`config.mk`:
```
export PLATFORM = sky130hd
export DESIGN_NAME = hc_stream_xor_flat
export DESIGN_NICKNAME = d
export VERILOG_FILES = /design/src/rtl/hc_pkg.sv /design/src/rtl/hc_stream_xor_if.sv /design/src/rtl/hc_ks_fifo.sv /design/src/rtl/hc_stream_xor.sv /design/src/flat_wrapper.sv
export SDC_FILE = /design/constraint.sdc
export NUM_CORES = 1
export LEC_CHECK = 0
export BUFFER_PORTS_ARGS = -buffer_cell sky130_fd_sc_hd__buf_2
export CORE_MARGIN = 3
export CORE_UTILIZATION = 51
export DETAILED_ROUTE_END_ITERATION = 10
export GPL_ROUTABILITY_DRIVEN = 0
export PLACE_DENSITY_LB_ADDON = 0.08
export SYNTH_ARGS = -nofsm -noshare
export SYNTH_HDL_FRONTEND = slang
export SYNTH_SLANG_ARGS = --single-unit
```
`constraint.sdc`:
```
create_clock -name clk -period 2.2 [get_ports clk]
set_input_delay 0.22 -clock clk [delete_from_list [all_inputs] [get_ports clk]]
set_output_delay 0.22 -clock clk [all_outputs]
set_load 0.05 [all_outputs]
```
`src/rtl/hc_pkg.sv`:
```
// Shared constants and FSM encoding for the HC keystream consumer.
package hc_pkg;
    localparam int HC_WORD_WIDTH = 32;
    localparam int HC_FIFO_DEPTH = 4;

    typedef enum logic [1:0] {
        ST_IDLE  = 2'd0,
        ST_REQ   = 2'd1,
        ST_WAIT  = 2'd2,
        ST_DRAIN = 2'd3
    } hc_state_e;
endpackage

```
`src/rtl/hc_stream_xor_if.sv`:
```
// Core keystream handshake plus din/dout valid/ready streams of hc_stream_xor.
interface hc_stream_xor_if;
    import hc_pkg::*;

    logic                     core_next;
    logic [HC_WORD_WIDTH-1:0] core_s;
    logic                     core_s_valid;
    logic [HC_WORD_WIDTH-1:0] din;
    logic                     din_valid;
    logic                     din_ready;
    logic [HC_WORD_WIDTH-1:0] dout;
    logic                     dout_valid;
    logic                     dout_ready;

    modport slave (
        output core_next, din_ready, dout, dout_valid,
        input  core_s, core_s_valid, din, din_valid, dout_ready
    );

    modport master (
        input  core_next, din_ready, dout, dout_valid,
        output core_s, core_s_valid, din, din_valid, dout_ready
    );
endinterface

```
`src/rtl/hc_ks_fifo.sv`:
```
// First-word-fall-through keystream FIFO with fill count and synchronous flush.
module hc_ks_fifo #(
    parameter int DEPTH = 4,
    parameter int W     = 32
) (
    input  logic                   clk,
    input  logic                   reset,
    input  logic                   flush_i,
    input  logic                   push_i,
    input  logic [W-1:0]           wdata_i,
    input  logic                   pop_i,
    output logic [W-1:0]           rdata_o,
    output logic [$clog2(DEPTH):0] count_o
);
    localparam int AW = $clog2(DEPTH);

    logic [W-1:0]  mem_q [DEPTH];
    logic [AW-1:0] wr_ptr_q, rd_ptr_q;
    logic [AW:0]   cnt_q;

    always_ff @(posedge clk or posedge reset) begin
        if (reset) begin
            wr_ptr_q <= '0;
            rd_ptr_q <= '0;
            cnt_q    <= '0;
        end else if (flush_i) begin
            wr_ptr_q <= '0;
            rd_ptr_q <= '0;
            cnt_q    <= '0;
        end else begin
            if (push_i) wr_ptr_q <= wr_ptr_q + AW'(1);
            if (pop_i)  rd_ptr_q <= rd_ptr_q + AW'(1);
            case ({push_i, pop_i})
                2'b10:   cnt_q <= cnt_q + (AW+1)'(1);
                2'b01:   cnt_q <= cnt_q - (AW+1)'(1);
                default: cnt_q <= cnt_q;
            endcase
        end
    end

    // Storage needs no reset: the count gates every read of it.
    always_ff @(posedge clk) begin
        if (push_i && !flush_i) mem_q[wr_ptr_q] <= wdata_i;
    end

    assign rdata_o = mem_q[rd_ptr_q];
    assign count_o = cnt_q;
endmodule

```
`src/rtl/hc_stream_xor.sv`:
```
// Prefetches HC keystream words into a FIFO and XORs them onto a valid/ready data stream.
module hc_stream_xor
    import hc_pkg::*;
#(
    parameter int FIFO_DEPTH = HC_FIFO_DEPTH,
    parameter int CNT_WIDTH  = 32
) (
    input  logic                        clk,
    input  logic                        reset,
    input  logic                        enable,
    input  logic                        flush,
    hc_stream_xor_if.slave              bus,
    output logic [$clog2(FIFO_DEPTH):0] ks_level,
    output logic [CNT_WIDTH-1:0]        word_count
);
    localparam int          AW   = $clog2(FIFO_DEPTH);
    localparam logic [AW:0] FULL = (AW+1)'(FIFO_DEPTH);

    hc_state_e                state_q;
    logic                     core_next_q, sv_prev_q;
    logic                     dout_valid_q, dout_valid_d;
    logic [HC_WORD_WIDTH-1:0] dout_q, dout_d, ks_head;
    logic [CNT_WIDTH-1:0]     word_count_q, word_count_d;
    logic                     s_rise, push, pop, din_ready;

    // Only a fresh rising edge marks a new word; a level held from before is ignored.
    assign s_rise    = bus.core_s_valid & ~sv_prev_q;
    assign push      = (state_q == ST_WAIT) & s_rise & ~flush;
    assign din_ready = enable & (ks_level != '0) & (~dout_valid_q | bus.dout_ready) & ~flush;
    assign pop       = bus.din_valid & din_ready;

    hc_ks_fifo #(.DEPTH(FIFO_DEPTH), .W(HC_WORD_WIDTH)) u_fifo (
        .clk     (clk),
        .reset   (reset),
        .flush_i (flush),
        .push_i  (push),
        .wdata_i (bus.core_s),
        .pop_i   (pop),
        .rdata_o (ks_head),
        .count_o (ks_level)
    );

    always_ff @(posedge clk or posedge reset) begin
        if (reset) begin
            state_q     <= ST_IDLE;
            core_next_q <= 1'b0;
            sv_prev_q   <= 1'b0;
        end else begin
            sv_prev_q   <= bus.core_s_valid;
            core_next_q <= 1'b0;
            case (state_q)
                ST_IDLE: if (!flush && enable && ks_level < FULL) begin
                    state_q     <= ST_REQ;
                    core_next_q <= 1'b1;
                end
                ST_REQ:  state_q <= flush ? ST_IDLE : ST_WAIT;
                // A word arriving in the flush cycle is already gone, so no drain is needed.
                ST_WAIT: begin
                    if (flush)       state_q <= s_rise ? ST_IDLE : ST_DRAIN;
                    else if (s_rise) state_q <= ST_IDLE;
                end
                ST_DRAIN: if (s_rise) state_q <= ST_IDLE;
                default:  state_q <= ST_IDLE;
            endcase
        end
    end

    always_comb begin
        dout_d       = dout_q;
        dout_valid_d = dout_valid_q;
        word_count_d = word_count_q;
        if (pop) begin
            dout_d       = bus.din ^ ks_head;
            dout_valid_d = 1'b1;
        end else if (bus.dout_ready) begin
            dout_valid_d = 1'b0;
        end
        if (flush)    word_count_d = '0;
        else if (pop) word_count_d = word_count_q + CNT_WIDTH'(1);
    end

    always_ff @(posedge clk or posedge reset) begin
        if (reset) begin
            dout_q       <= '0;
            dout_valid_q <= 1'b0;
            word_count_q <= '0;
        end else begin
            dout_q       <= dout_d;
            dout_valid_q <= dout_valid_d;
            word_count_q <= word_count_d;
        end
    end

    assign bus.core_next  = core_next_q;
    assign bus.din_ready  = din_ready;
    assign bus.dout       = dout_q;
    assign bus.dout_valid = dout_valid_q;
    assign word_count     = word_count_q;
endmodule

```
`src/flat_wrapper.sv`:
```
// flat-port wrapper written by rule: the top's interface ports become plain ports
module hc_stream_xor_flat import hc_pkg::*;
#(
    parameter int FIFO_DEPTH = HC_FIFO_DEPTH,
    parameter int CNT_WIDTH  = 32
)
  (clk, reset, enable, flush, ks_level, word_count, bus_core_next, bus_din_ready, bus_dout, bus_dout_valid, bus_core_s, bus_core_s_valid, bus_din, bus_din_valid, bus_dout_ready);
  hc_stream_xor_if bus_i ();
  input  logic clk;
  input  logic reset;
  input  logic enable;
  input  logic flush;
  output logic [$clog2(FIFO_DEPTH):0] ks_level;
  output logic [CNT_WIDTH-1:0] word_count;
  output wire logic [$bits(bus_i.core_next)-1:0] bus_core_next;
  output wire logic [$bits(bus_i.din_ready)-1:0] bus_din_ready;
  output wire logic [$bits(bus_i.dout)-1:0] bus_dout;
  output wire logic [$bits(bus_i.dout_valid)-1:0] bus_dout_valid;
  input wire logic [$bits(bus_i.core_s)-1:0] bus_core_s;
  input wire logic [$bits(bus_i.core_s_valid)-1:0] bus_core_s_valid;
  input wire logic [$bits(bus_i.din)-1:0] bus_din;
  input wire logic [$bits(bus_i.din_valid)-1:0] bus_din_valid;
  input wire logic [$bits(bus_i.dout_ready)-1:0] bus_dout_ready;
  assign bus_core_next = bus_i.core_next;
  assign bus_din_ready = bus_i.din_ready;
  assign bus_dout = bus_i.dout;
  assign bus_dout_valid = bus_i.dout_valid;
  assign bus_i.core_s = bus_core_s;
  assign bus_i.core_s_valid = bus_core_s_valid;
  assign bus_i.din = bus_din;
  assign bus_i.din_valid = bus_din_valid;
  assign bus_i.dout_ready = bus_dout_ready;
  hc_stream_xor #(.FIFO_DEPTH(FIFO_DEPTH), .CNT_WIDTH(CNT_WIDTH)) u_core (.clk(clk), .reset(reset), .enable(enable), .flush(flush), .bus(bus_i), .ks_level(ks_level), .word_count(word_count));
endmodule
```
Yosys cells after proc, flatten, opt, wreduce, memory -nomap -nowiden
Memory sizes are Yosys's and may differ from the RTL's.
Cells that the tools add are included.
- logic and storage cells: 64
- memories kept: 1
- bits in writable memories: 128
- flip-flop bits (word level): 76
- output and inout port bits: 70
- add/subtract/negate cells: 5
- reductions and logical operators: 10
- eq/ne operators: 6
- $lt $le $gt $ge: 1
- bitwise operators: 12
- muxes and demuxes: 20
- memories (name ; words ; bits a word ; rd ports ; clocked after Yosys merged registers in ; wr ports ; line ; text):
    u_core.u_fifo.mem_q ; 4 ; 32 ; 1 ; 0 ; 1 ; hc_ks_fifo.sv:17 ; logic [W-1:0] mem_q [DEPTH];
- operators by type and width (cell ; number):
    two-way mux 32 bit ; 2
    adder 32 x 1 -> 32 bit (second input constant) ; 1
    XOR 32 bit ; 1
    two-way mux 2 bit ; 9
    one-hot mux 2 bit (4 select lines) ; 1
    bitwise AND 1 bit ; 7
    == test 2 bit (second input constant) ; 3
    two-way mux 1 bit ; 6
    one-hot mux 3 bit (2 select lines) ; 1
    nonzero test 2 bit ; 3
    nonzero test 3 bit ; 2
    adder 2 x 1 -> 2 bit (second input constant) ; 2
    == test 2 x 1 -> 1 bit (second input constant) ; 2
    adder 3 x 1 -> 3 bit (second input constant) ; 1
    logical AND 1 bit ; 3
    less-than comparator 3 bit (second input constant) ; 1
    two-way mux 3 bit ; 1
    inverter 1 bit ; 3
    subtractor 3 x 1 -> 3 bit (second input constant) ; 1
    logical NOT 2 bit ; 1
    inequality test 2 x 1 -> 1 bit (second input constant) ; 1
    logical NOT 1 bit ; 1
    OR 1 bit ; 1

Logic depth before layout (Yosys ltp)
- depth after elaboration: 8
- depth in mapped cells: 10
- mapped depth without buffers: 8

Cells and area by module
Synthesis repeated with hierarchy kept, for this count alone.
- cells, all modules: 544
- area, all modules: 8366.8 sq um
- by module, submodules not included (module ; instances ; area each (sq um) ; cells each):
    hc_ks_fifo ; 1 ; 5096.1 ; 210
    hc_stream_xor ; 1 ; 3270.6 ; 334

Least setup slack after synthesis
No wires, ideal clock.
- path type: register to register
- start point: reg u_core.dout_valid_q (netlist: u_core.bus.dout_valid)
- end point: reg u_core.u_fifo.cnt_q[2] (netlist: u_core.u_fifo.count_o[2])
- cell stages (with the launch flop): 11
- period minus slack after synthesis: 2691 ps
- setup time: 135 ps
- path buffers: 3
- arrival: 2556 ps
- setup slack: -491 ps
- cells stage by stage: dfrtp_1 nor2b_1 or4b_1 buf_2 buf_6 clkbuf_1 nor2_1 fa_1 nor3_1 o21ai_0 nor3b_1
- cells in the longest elaborated chain, start to end: 8
- RTL lines (element ; line ; text):
    from (decl) ; hc_stream_xor.sv:21 ; logic dout_valid_q, dout_valid_d;
    from (signal assigned) ; hc_stream_xor.sv:89 ; dout_valid_q <= dout_valid_d;
    inverter 1 bit * ; hc_stream_xor.sv:29 ; assign din_ready = enable & (ks_level != '0) & (~dout_valid_q | bus.dout_ready) & ~flush;
    OR 1 bit * ; hc_stream_xor.sv:29 ;
    bitwise AND 1 bit * (2 in series) ; hc_stream_xor.sv:29 ;
    bitwise AND 1 bit * ; hc_stream_xor.sv:30 ; assign pop = bus.din_valid & din_ready;
    == test 2 x 1 -> 1 bit or == test 2 bit (tied branches) ; hc_ks_fifo.sv:33 ; case ({push_i, pop_i})
    one-hot mux 3 bit (2 select lines) ; hc_ks_fifo.sv:33 ;
    two-way mux 3 bit ; hc_ks_fifo.sv:26 ; end else if (flush_i) begin
    to (signal assigned) ; hc_ks_fifo.sv:34 ; 2'b10: cnt_q <= cnt_q + (AW+1)'(1);
    to (signal assigned) ; hc_ks_fifo.sv:35 ; 2'b01: cnt_q <= cnt_q - (AW+1)'(1);
    to (signal assigned) ; hc_ks_fifo.sv:36 ; default: cnt_q <= cnt_q;
    to (decl) ; hc_ks_fifo.sv:19 ; logic [AW:0] cnt_q;
Every way passes the cells marked *; elsewhere a longest branch is shown, timed or not.
A chain may end at the register's enable or synchronous reset.

Worst setup path in the final report
- start point: reg u_core.dout_valid_q (netlist: u_core.bus.dout_valid)
- end point: reg u_core.u_fifo.cnt_q[1] (netlist: u_core.u_fifo.count_o[1])
Same word-level chain as after synthesis.

==> flow_metrics.env <==
export IMPL_clkLatencyLatePin_ns=0.48
export IMPL_syn_avg_cell_area_um2=15.2
export IMPL_synthDistinctLibCells=41
export IMPL_cts_tree="yes"
export IMPL_synth_seq_cells=204
export IMPL_synth_top_family_by_area="simple AND/OR/NAND/NOR gates"
export IMPL_synth_area_top_cells="edfxtp_1 46%, dfrtp_1 23%, mux4_2 8.6%"
export IMPL_synth_xor_area_frac=0.0599
export IMPL_cts_sinks=204
export IMPL_worstSetupPathType="flop to flop"
export IMPL_startpoint="u_core.bus.dout_valid"
export IMPL_drt_initial_drc_count=189
export IMPL_drive_above_1_share=0.330
export IMPL_hp_start="bus_din[11]"
export IMPL_cts_max_level=1
export IMPL_yosys_top_cells_count="128 x edfxtp_1, 76 x dfrtp_1, 51 x xnor2_1"
export IMPL_maxCapViolCount=0
export IMPL_drtAntennaViolNets=0
export IMPL_worstMarginPinSlew_ns=0.451
export IMPL_drtPass1Iterations=4
export IMPL_slew_headroom=0.699
export IMPL_rsz0062_at_grt="no"
export IMPL_cpMaxStageDelayCell="or4b_4"
export IMPL_yosysMostFrequentCell="edfxtp_1"
export IMPL_dp_cells=897
export IMPL_synth_simple_gate_area_frac=0.0995
export IMPL_grt_first_pass_wirelength_mm=27.2
export IMPL_async_flop_share=0.373
export IMPL_totalWireLength_mm=16.7
export IMPL_path_max_fanout=77
export IMPL_synth_top_cell_by_area="edfxtp_1"
export IMPL_setup_violations=0
export IMPL_status="completed"
export IMPL_start_kind="flop"
export IMPL_syn_num_nets=624
export IMPL_hold_viol_final=0
export IMPL_ios=141
export IMPL_worstPathRequired_ns=2.55
export IMPL_p_per_area_nw_per_um2=912
export IMPL_route_vias_total=5134
export IMPL_finalMaxSlewViolations=0
export IMPL_root_buffer="clkbuf_16"
export IMPL_clk_pin_slew_ns=0.06
export IMPL_initial_core_util=0.523
export IMPL_final_util=0.662
export IMPL_power_total_mw=9.63
export IMPL_core_um2=15900
export IMPL_dieArea_um2=17900
export IMPL_fp_dieW_um=134
export IMPL_io_buffers=140
export IMPL_post_route_period_util=0.950
export IMPL_grt_pass1_vias=5352
export IMPL_ys_flop_type="edfxtp_1"
export IMPL_reg2reg_from="u_core.bus.dout_valid"
export IMPL_post_cts_buffers=0
export IMPL_p_leak_nw=4.15
export IMPL_area_delta_synth_final_pct=26.6
export IMPL_peakVddDrop_uv=836
export IMPL_crit_chain="nor2b_4, or4b_4, buf_12, xnor2_1, mux2i_1, nor2_1"
export IMPL_cts_buffer_depth=3
export IMPL_synth_compound_area_share=0.0348
export IMPL_grt_usage=0.190
export IMPL_drc=0
export IMPL_dieHeight_um=134
export IMPL_cts_buffers=21
export IMPL_synth_area_um2=8330
export IMPL_cpPeakStageDelay_ns=0.54
export IMPL_min_period_ns=2.09
export IMPL_n_antenna_cell=0
export IMPL_hold_path_class="primary input to flop"
export IMPL_grt_start_max_net_pins=78
export IMPL_synth_edf_count=128
export IMPL_synthAdderAreaFrac=0.00991
export IMPL_synth_mux_area_frac=0.0913
export IMPL_seq_area_frac_synth=0.689
export IMPL_clock_fmax_ghz=0.479
export IMPL_synth_top_area_frac=0.461
export IMPL_crit_path_end_kind="flop"
export IMPL_overflow=0
export IMPL_nets=815
export IMPL_stdcell_count=968
export IMPL_routedWlPerCell_um=17.2
export IMPL_viasPerCell=5.30
export IMPL_yosys_warnings=0
export IMPL_std_cell_rows=46
export IMPL_antenna_found_initial=1
export IMPL_arrival_ns=2.44
export IMPL_skew_ns=0.0184
export IMPL_syn_inst=547
export IMPL_dp_hpwl_mm=10.7
==> through the flow <==
stage / setup TNS, ns / hold WS, ns / area, um^2 / setup slack, ns
finish: 0 / 0.0261 / 10600 / 0.111
global route: 0 / 0.0287 / 10600 / 0.0150
CTS: 0 / 0.00772 / 10500 / 0.126
detailed placement: 0 / 0.350 / 9470 / 0.124
global placement: 0 / 0.336 / 9470 / 0.197
floorplan: -1.21 / 0.251 / 8370 / -0.210
==> routing by layer <==
layer | up-vias | global-route usage | wire (um)
met1 | 2554 | 0.239 | 6760
met4 | 2 | 0.0491 | 302
met2 | 142 | 0.343 | 8690
li1 | 2411 | - | -
met3 | 25 | 0.0338 | 910
met5 | - | 0 | 9
==> flip-flops by register name, indices dropped and copies added, names as in the netlist <==
signal	flops
u_core.bus.core_next	1
u_core.bus.dout	32
u_core.bus.dout_valid	1
u_core.state_q	2
u_core.sv_prev_q	1
u_core.u_fifo.count_o	3
u_core.u_fifo.mem_q	128
u_core.u_fifo.rd_ptr_q	2
u_core.u_fifo.wr_ptr_q	2
u_core.word_count	32
==> cell type report <==
cell class | count | area [um^2]
clock buffer | 25 | 571
clock inverter | 12 | 161
fill | 1150 | 5390
inverter | 7 | 27.5
multi-input combinational | 313 | 2490
sequential | 204 | 5750
tap | 216 | 270
timing repair buffer | 191 | 1280
==> path summary, 6_finish.rpt <==
kind	slack [ns]	end	depth (start not counted)
setup / recovery	0.11	u_core.u_fifo.count_o[1]	6
hold / removal	0.03	u_core.bus.dout[11]	3
setup reg to reg	0.11	u_core.u_fifo.count_o[1]	6
hold reg to reg	0.47	u_core.bus.dout[31]	2
max in group asynchronous	1.47	u_core.u_fifo.rd_ptr_q[1]	4
min in group asynchronous	0.37	u_core.word_count[29]	4
==> kinds of logic (layout without fill, tap and decap cells) <==
family | count (synthesis) | after routing
AOI/OAI and AO/OA | 54 | 54
xor gates and xnor gates | 57 | 57
adders and majority gates | 6 | 6
buffers and inverters | 30 | 235
DFF | 204 | 204
muxes | 36 | 36
and+or+nand+nor | 160 | 160
==> report_power, final <==
group          switching, mW  leakage, nW  internal, mW  total [mW]
registers              0.131         2.17          4.33        4.46
logic                   1.07         1.61         0.413        1.48
clock network           1.38        0.365          2.31        3.69
total                   2.57         4.15          7.05        9.63
==> cell usage in the layout (no fill, tap or decap), types with 3 or more instances in the layout <==
master,count
o21ai_0,38
and2_1,3
and3_1,6
clkbuf_16,21
nor2_1,35
nand2b_1,4
dfrtp_2,7
nor4_1,5
ha_1,5
and2_2,4
nand3_1,13
edfxtp_1,128
xnor2_1,51
dlygate4sd3_1,34
or3_1,7
buf_2,140
mux4_2,32
buf_4,8
nand2_1,45
clkinv_2,6
inv_1,6
nor3_1,12
bufinv_16,4
xor2_1,6
clkbuf_8,3
dfrtp_1,69
nor4_2,3
buf_12,9
mux2i_1,4
a21oi_1,9
nand4_1,8
==> worst max-delay path: cells and delay by family (launching register included) <==
kind | cells | cell delay, ns
xor+xnor | 1 | 0.32
buf+inv | 1 | 0.24
flops | 1 | 0.40
mux | 1 | 0.24
simple gates | 3 | 0.74
==> repair_timing <==
| action | CTS | global route |
|---|---|---|
| hold buffers | 34 | 0 |
| resized for setup | 0 | 1 |
| setup endpoints to repair | 0 | 1 |
| hold endpoints to repair | 205 | 0 |
(Power assumes the default switching activity.)
